===== src/rtl/block_xfer_pkg.sv =====
// Shared types and default sizes for the word block feeder.
// Holds the feeder FSM state enum and default WSIZE/WORDS_PER_BLOCK/LENW.
package block_xfer_pkg;

  localparam int WSIZE_DEF = 32;
  localparam int WPB_DEF   = 4;
  localparam int LENW_DEF  = 16;

  typedef enum logic [1:0] {
    S_IDLE = 2'd0,
    S_XFER = 2'd1,
    S_PAD  = 2'd2,
    S_DONE = 2'd3
  } feeder_state_t;

endpackage


===== src/rtl/feeder_out_stage.sv =====
// One-word output holding register with load/hold handshake.
// Ports: i_load/i_load_data fill it, i_hold stalls; o_data/o_valid out,
// o_xfer = word leaves this cycle, o_can_load = may accept a new word.
module feeder_out_stage
  import block_xfer_pkg::*;
#(
  parameter int WSIZE = WSIZE_DEF
) (
  input  logic             clock,
  input  logic             reset_n,
  input  logic             i_load,
  input  logic [WSIZE-1:0] i_load_data,
  input  logic             i_hold,
  output logic [WSIZE-1:0] o_data,
  output logic             o_valid,
  output logic             o_xfer,
  output logic             o_can_load
);

  logic [WSIZE-1:0] r_data;
  logic             r_valid;

  assign o_data     = r_data;
  assign o_valid    = r_valid;
  assign o_xfer     = r_valid & ~i_hold;
  assign o_can_load = ~r_valid | ~i_hold;

  always_ff @(posedge clock) begin
    if (!reset_n) begin
      r_data  <= '0;
      r_valid <= 1'b0;
    end else if (i_load) begin
      r_data  <= i_load_data;
      r_valid <= 1'b1;
    end else if (o_xfer) begin
      r_valid <= 1'b0;
    end
  end

endmodule


===== src/rtl/word_block_feeder.sv =====
// Pops a counted run of words from a FIFO into a registered output stage.
// Ports: start/word_count, fifo_* side, word_out/ready/hold, busy/done/
// words_sent. FEEDER_BLOCK_PAD_EN adds zero padding to a block multiple.
module word_block_feeder
  import block_xfer_pkg::*;
#(
  parameter int WSIZE           = WSIZE_DEF,
  parameter int WORDS_PER_BLOCK = WPB_DEF,
  parameter int LENW            = LENW_DEF
) (
  input  logic             clock,
  input  logic             reset_n,
  input  logic             start,
  input  logic [LENW-1:0]  word_count,
  input  logic [WSIZE-1:0] fifo_data,
  input  logic             fifo_empty,
  output logic             fifo_read_en,
  output logic [WSIZE-1:0] word_out,
  output logic             word_out_ready,
  input  logic             word_out_hold,
  output logic             busy,
  output logic             done,
  output logic [LENW-1:0]  words_sent
);

  localparam int BW = $clog2(WORDS_PER_BLOCK);

  feeder_state_t    r_state;
  logic [LENW-1:0]  r_remaining;
  logic [LENW-1:0]  r_words_sent;

  logic             w_rd_en;
  logic             w_pad_load;
  logic             w_load;
  logic [WSIZE-1:0] w_load_data;
  logic             w_valid;
  logic             w_xfer;
  logic             w_can_load;
  logic             w_last;

  // reset_n gates the pop so a reset cycle never consumes a FIFO word
  assign w_rd_en = reset_n
                 && (r_state == S_XFER)
                 && (r_remaining != '0)
                 && !fifo_empty
                 && w_can_load;

  assign w_last = (r_remaining == '0)
               && (!w_valid || w_xfer);

`ifdef FEEDER_BLOCK_PAD_EN
  logic [BW-1:0] r_blk_pos;
  logic [BW-1:0] w_commit;

  // words already sent plus the one in the stage, modulo block size
  assign w_commit   = r_blk_pos + BW'(w_valid);
  assign w_pad_load = (r_state == S_PAD)
                   && (w_commit != '0)
                   && w_can_load;

  always_ff @(posedge clock) begin
    if (!reset_n) begin
      r_blk_pos <= '0;
    end else if (r_state == S_IDLE) begin
      r_blk_pos <= '0;
    end else if (w_xfer) begin
      r_blk_pos <= r_blk_pos + BW'(1);
    end
  end
`else
  assign w_pad_load = 1'b0;
`endif

  assign w_load      = w_rd_en | w_pad_load;
  assign w_load_data = w_rd_en ? fifo_data : '0;

  feeder_out_stage #(
    .WSIZE (WSIZE)
  ) u_out (
    .clock       (clock),
    .reset_n     (reset_n),
    .i_load      (w_load),
    .i_load_data (w_load_data),
    .i_hold      (word_out_hold),
    .o_data      (word_out),
    .o_valid     (w_valid),
    .o_xfer      (w_xfer),
    .o_can_load  (w_can_load)
  );

  always_ff @(posedge clock) begin
    if (!reset_n) begin
      r_state      <= S_IDLE;
      r_remaining  <= '0;
      r_words_sent <= '0;
    end else begin
      unique case (r_state)
        S_IDLE: begin
          if (start) begin
            r_remaining  <= word_count;
            r_words_sent <= '0;
            r_state      <= (word_count == '0) ? S_DONE : S_XFER;
          end
        end
        S_XFER: begin
          if (w_rd_en)
            r_remaining <= r_remaining - LENW'(1);
          if (w_xfer)
            r_words_sent <= r_words_sent + LENW'(1);
          if (w_last) begin
`ifdef FEEDER_BLOCK_PAD_EN
            r_state <= S_PAD;
`else
            r_state <= S_DONE;
`endif
          end
        end
        S_PAD: begin
`ifdef FEEDER_BLOCK_PAD_EN
          if ((r_blk_pos == '0) && !w_valid)
            r_state <= S_DONE;
`else
          r_state <= S_DONE;
`endif
        end
        S_DONE: begin
          r_state <= S_IDLE;
        end
      endcase
    end
  end

  assign fifo_read_en   = w_rd_en;
  assign word_out_ready = w_valid;
  assign busy           = (r_state != S_IDLE);
  assign done           = (r_state == S_DONE);
  assign words_sent     = r_words_sent;

endmodule


===== config.mk =====
export PLATFORM = sky130hd
export DESIGN_NAME = word_block_feeder
export DESIGN_NICKNAME = d
export VERILOG_FILES = /design/src/rtl/block_xfer_pkg.sv /design/src/rtl/feeder_out_stage.sv /design/src/rtl/word_block_feeder.sv
export SDC_FILE = /design/constraint.sdc
export NUM_CORES = 1
export LEC_CHECK = 0
export CAP_MARGIN = 20
export CORE_MARGIN = 2
export CORE_UTILIZATION = 30
export DETAILED_ROUTE_END_ITERATION = 16
export GPL_TIMING_DRIVEN = 0
export PLACE_DENSITY = 0.64
export SLEW_MARGIN = 20
export SYNTH_ARGS = -nofsm -noshare
export SYNTH_HDL_FRONTEND = slang
export SYNTH_SLANG_ARGS = --single-unit

===== constraint.sdc =====
create_clock -name clock -period 6.7 [get_ports clock]
set_input_delay 2.01 -clock clock [delete_from_list [all_inputs] [get_ports clock]]
set_output_delay 2.01 -clock clock [all_outputs]
set_load 0.03 [all_outputs]

-- Yosys cells after proc, flatten, opt, wreduce, memory -nomap -nowiden
Cells that the tools add are included.
- output and inout port bits: 52
- word-level logic and storage cells: 48
- register bits after elaboration: 67
- input port bits: 53
- mux-type cells: 12
- bitwise logic cells: 4
- reduce and logical (&&, ||, !) cells: 18
- eq/ne operators: 7
- add/sub/neg operators: 2
- operator list (kind ; count):
    two-way mux 16 bit ; 4
    one-hot mux 16 bit (2 select lines) ; 2
    logical NOT 16 bit ; 2
    adder 16 x 1 -> 16 bit (second input constant) ; 1
    nonzero test 16 bit ; 1
    subtractor 16 x 1 -> 16 bit (second input constant) ; 1
    != test 2 bit (second input constant) ; 4
    one-hot mux 2 bit (4 select lines) ; 1
    two-way mux 2 bit ; 3
    AND reduction 3 bit ; 2
    nonzero test 2 bit ; 3
    logical AND 1 bit ; 5
    == test 2 bit (second input constant) ; 2
    == test 2 x 1 -> 1 bit (second input constant) ; 1
    logical NOT 1 bit ; 2
    logical NOT 2 bit ; 1
    two-way mux 1 bit ; 2
    NOT 1 bit ; 2
    AND reduction 2 bit ; 1
    bitwise AND 1 bit ; 1
    logical OR 1 bit ; 1
    OR 1 bit ; 1

-- Depth between registers and ports, before layout
- depth in word-level cells: 7
- depth in mapped cells: 10
- depth with buffers taken out: 8

-- By module
From an unflattened synthesis, not the netlist that was laid out.
- cells, all modules: 405
- area total of the unflattened synthesis: 3618.5 um^2
- modules (own cells, without submodules) (module ; sequential area each (um^2) ; cells an instance ; times used ; area each (um^2)):
    word_block_feeder ; 680.7 ; 297 ; 1 ; 2333.5
    feeder_out_stage ; 660.6 ; 108 ; 1 ; 1285.0

-- Least setup slack after synthesis
OpenSTA, ideal clock, no wires.
- path kind: input to output
- start point: input fifo_empty
- end point: output fifo_read_en
- required time: 4690 ps
- path slack: 2013 ps
- cell stages on the path: 4
- arrival: 2677 ps
- path buffers: 1
- cells stage by stage: nor2_1 -> nand4_2 -> inv_2 -> buf_2
- longest elaborated chain between the ends: 3
- ends and longest elaborated chain (item ; line ; source):
    start, declared ; word_block_feeder.sv:16 ; input logic fifo_empty,
    logical NOT 1 bit ; word_block_feeder.sv:45 ; && !fifo_empty
    logical AND 1 bit ; word_block_feeder.sv:45 ;
    logical AND 1 bit ; word_block_feeder.sv:46 ; && w_can_load;
    end, declared ; word_block_feeder.sv:17 ; output logic fifo_read_en,
No other way between the ends.

-- Worst setup path after layout
- start point: input reset_n
- end point: output fifo_read_en
- longest elaborated chain between the ends: 4
- ends and longest elaborated chain (item ; line ; source):
    start, declared ; word_block_feeder.sv:12 ; input logic reset_n,
    logical AND 1 bit ; word_block_feeder.sv:43 ; && (r_state == S_XFER)
    logical AND 1 bit ; word_block_feeder.sv:44 ; && (r_remaining != '0)
    logical AND 1 bit ; word_block_feeder.sv:45 ;
    logical AND 1 bit ; word_block_feeder.sv:46 ;
No other way between the ends.

==> run metrics <==
status complete, no violations; Crit. End Element output pin; Finished Core Util approximately 44%; startpoint types input port; routed len/inst 13.8 µm; critical path required time ~4.7 ns; CTS tree yes; Routed WL ~9000 µm; Initial Util 30.7%; total grt overflow 0; dpl hpwl 6650 µm; slew margin rel. 56.8%; DRT Pass-1 Iters 5; Slew Viols, Final 0; die area 11400 µm²; Synth async-reset ratio 0%; num rows 37; H-tree depth 3; Pwr Total 1630 µW; period utilisation layout approximately nine tenths; Placed Cells incl. Taps 638; Layout area overhead 44.5%; FF+latch count, synth 67; clock latency on the worst-skew pair 0.34 ns; PD cells 357 nW/µm²; port buffer count 104; Yosys Warn Count 0; Antenna diodes 0; Mapped Nets between 400 and 500; max_cap viols 0; setup TNS 0 ns; Initial DRC Count roughly 200; CP arrival 4.03 ns; CTS Buf Count 9; post-synthesis instance total ~400; clk sinks 67; maximum vdd drop between 0.15 and 0.2 mV; DRT antenna net count 0; largest net degree at the start of global routing 11; register area share after synthesis ~42%; Via Count around 3200; Final #Nets about 570; root buffer cell clkbuf_8; Leak Pwr 0.00157 µW; deepest clock path buffer count 2; Hold Fails Final Rpt 0; HP Class reg -> reg; initial antenna violation count 0; ys flop type dfxtp_1; core area 10300 µm²; post-CTS sizing 0; worst-margin pin slew around 0.64 ns; FMAX 166 MHz; GPL Wtd Cong 0.854; io pins roughly 110; # hold bufs at CTS 0; WS Path Type in -> out; vias in the first global route 3185; Final Setup Violations 0; syn_area_per_cell 7.93 µm²; Worst Skew 0.00594 ns; Die H 107 µm; chip width 107 µm; # DRC 0; layout cells sized above 1 under 10%; crit path max fanout 10; fin cells 653; Worst-path clk slew 0.06 ns; Post-synth EDFFs 0; Netlist cell types 54; RSZ-0062 raised after global routing no; Vias/cell 4.94; first-pass GRT wire length around 15000 µm; Mapped Area 3160 µm²; setup bufs post-CTS 0; Total GRT Usage between 10% and 20%; Min Clock Period, post-route 6.04 ns
[stage by stage]
stage	hold WS (ns)	worst slack (ns)	area [µm²]
6_report	0.455	0.663	4560
3_3_place_gp	0.441	0.645	4370
4_1_cts	0.456	0.643	4560
2_1_floorplan	0.436	2.01	3160
5_1_grt	0.469	0.545	4560
3_5_place_dp	0.449	0.639	4370
[routing by layer]
metal	up-vias	wire length, µm	track usage [%]
met4	0	134	6.40
met1	1472	3830	19.0
li1	1611	-	-
met5	-	0	0
met3	15	814	5.71
met2	130	4200	26.3
[final timing paths]
kind / cells after the start / slack (ns) / start / to
max: 5 / 0.66 / reset_n / fifo_read_en
min: 2 / 0.46 / u_out.o_data[14] / u_out.o_data[14]
max reg2reg: 9 / 4.24 / r_state[0] / u_out.o_data[1]
min reg2reg: 2 / 0.46 / u_out.o_data[14] / u_out.o_data[14]
[critical path: stages]
cell,delay (ns)
clkdlybuf4s50_1,0.64
nand4_2,0.26
inv_2,0.17
buf_2,0.23
clkdlybuf4s50_1,0.71
[cell families (layout without fill, tap and decap cells)]
logic type	after synthesis	after routing	share of synthesized area, %
and+or+nand+nor	173	173	26.2
AOI/OAI and AO/OA	95	95	18.7
adders and majority gates	6	6	2.38
muxes	5	5	1.62
DFF	67	67	42.5
xor gates and xnor gates	12	12	3.33
buffers and inverters	40	159	5.23
[cell type report]
type | instances | area, µm²
clock inverters | 2 | 35.0
clock buffers | 13 | 159
inverters | 15 | 56.3
flip-flops and latches | 67 | 1340
multi-input cells | 291 | 1650
well taps | 136 | 170
repair buffers | 104 | 1040
fillers | 1061 | 5710
plain buffers | 25 | 109
[placed cells by master (no fill, tap or decap), types with 6 or more instances in the layout]
cell             netlist  layout
a21oi_1               56      56
buf_2                  6       6
clkbuf_1              16      18
clkbuf_8               0      11
clkdlybuf4s50_1        0     104
dfxtp_1               67      67
ha_1                   6       6
inv_1                 13      13
nand2_1               85      85
nand3_1                8       8
nor2_1                27      27
nor3_1                15      15
nor4_1                 9       9
o32ai_1                7       7
xnor2_1                9       9
[Yosys cell counts, drive strengths merged, types with 2 or more instances]
library cell,instances,area [µm²]
a211oi,2,20.0
a21boi,2,26.3
a21o,3,22.5
a21oi,56,280
a311oi,2,17.5
and4b,2,20.0
buf,9,48.8
clkbuf,16,60.1
dfxtp,67,1340
ha,6,75.1
inv,14,52.6
mux2i,4,40.0
nand2,85,319
nand2b,3,18.8
nand3,8,40.0
nand4,6,43.8
nor2,27,101
nor2b,4,25.0
nor3,15,75.1
nor4,9,56.3
o211ai,3,22.5
o21a,2,15.0
o21ai,9,48.8
o31ai,2,15.0
o32ai,7,61.3
or3,5,31.3
xnor2,9,78.8
xor2,3,26.3
[report_power, final]
group          switching, µW  total (µW)  leakage, µW  internal [µW]
Sequential              52.5         514     0.000544            462
Combinational            464         779     0.000930            315
Clock                    147         337    0.0000995            190
[sequential cells by signal, summed over array words and instances (netlist names)]
name	cells
u_out.o_valid	1
r_state	2
words_sent	16
r_remaining	16
u_out.o_data	32
(Power assumes the default switching activity.)
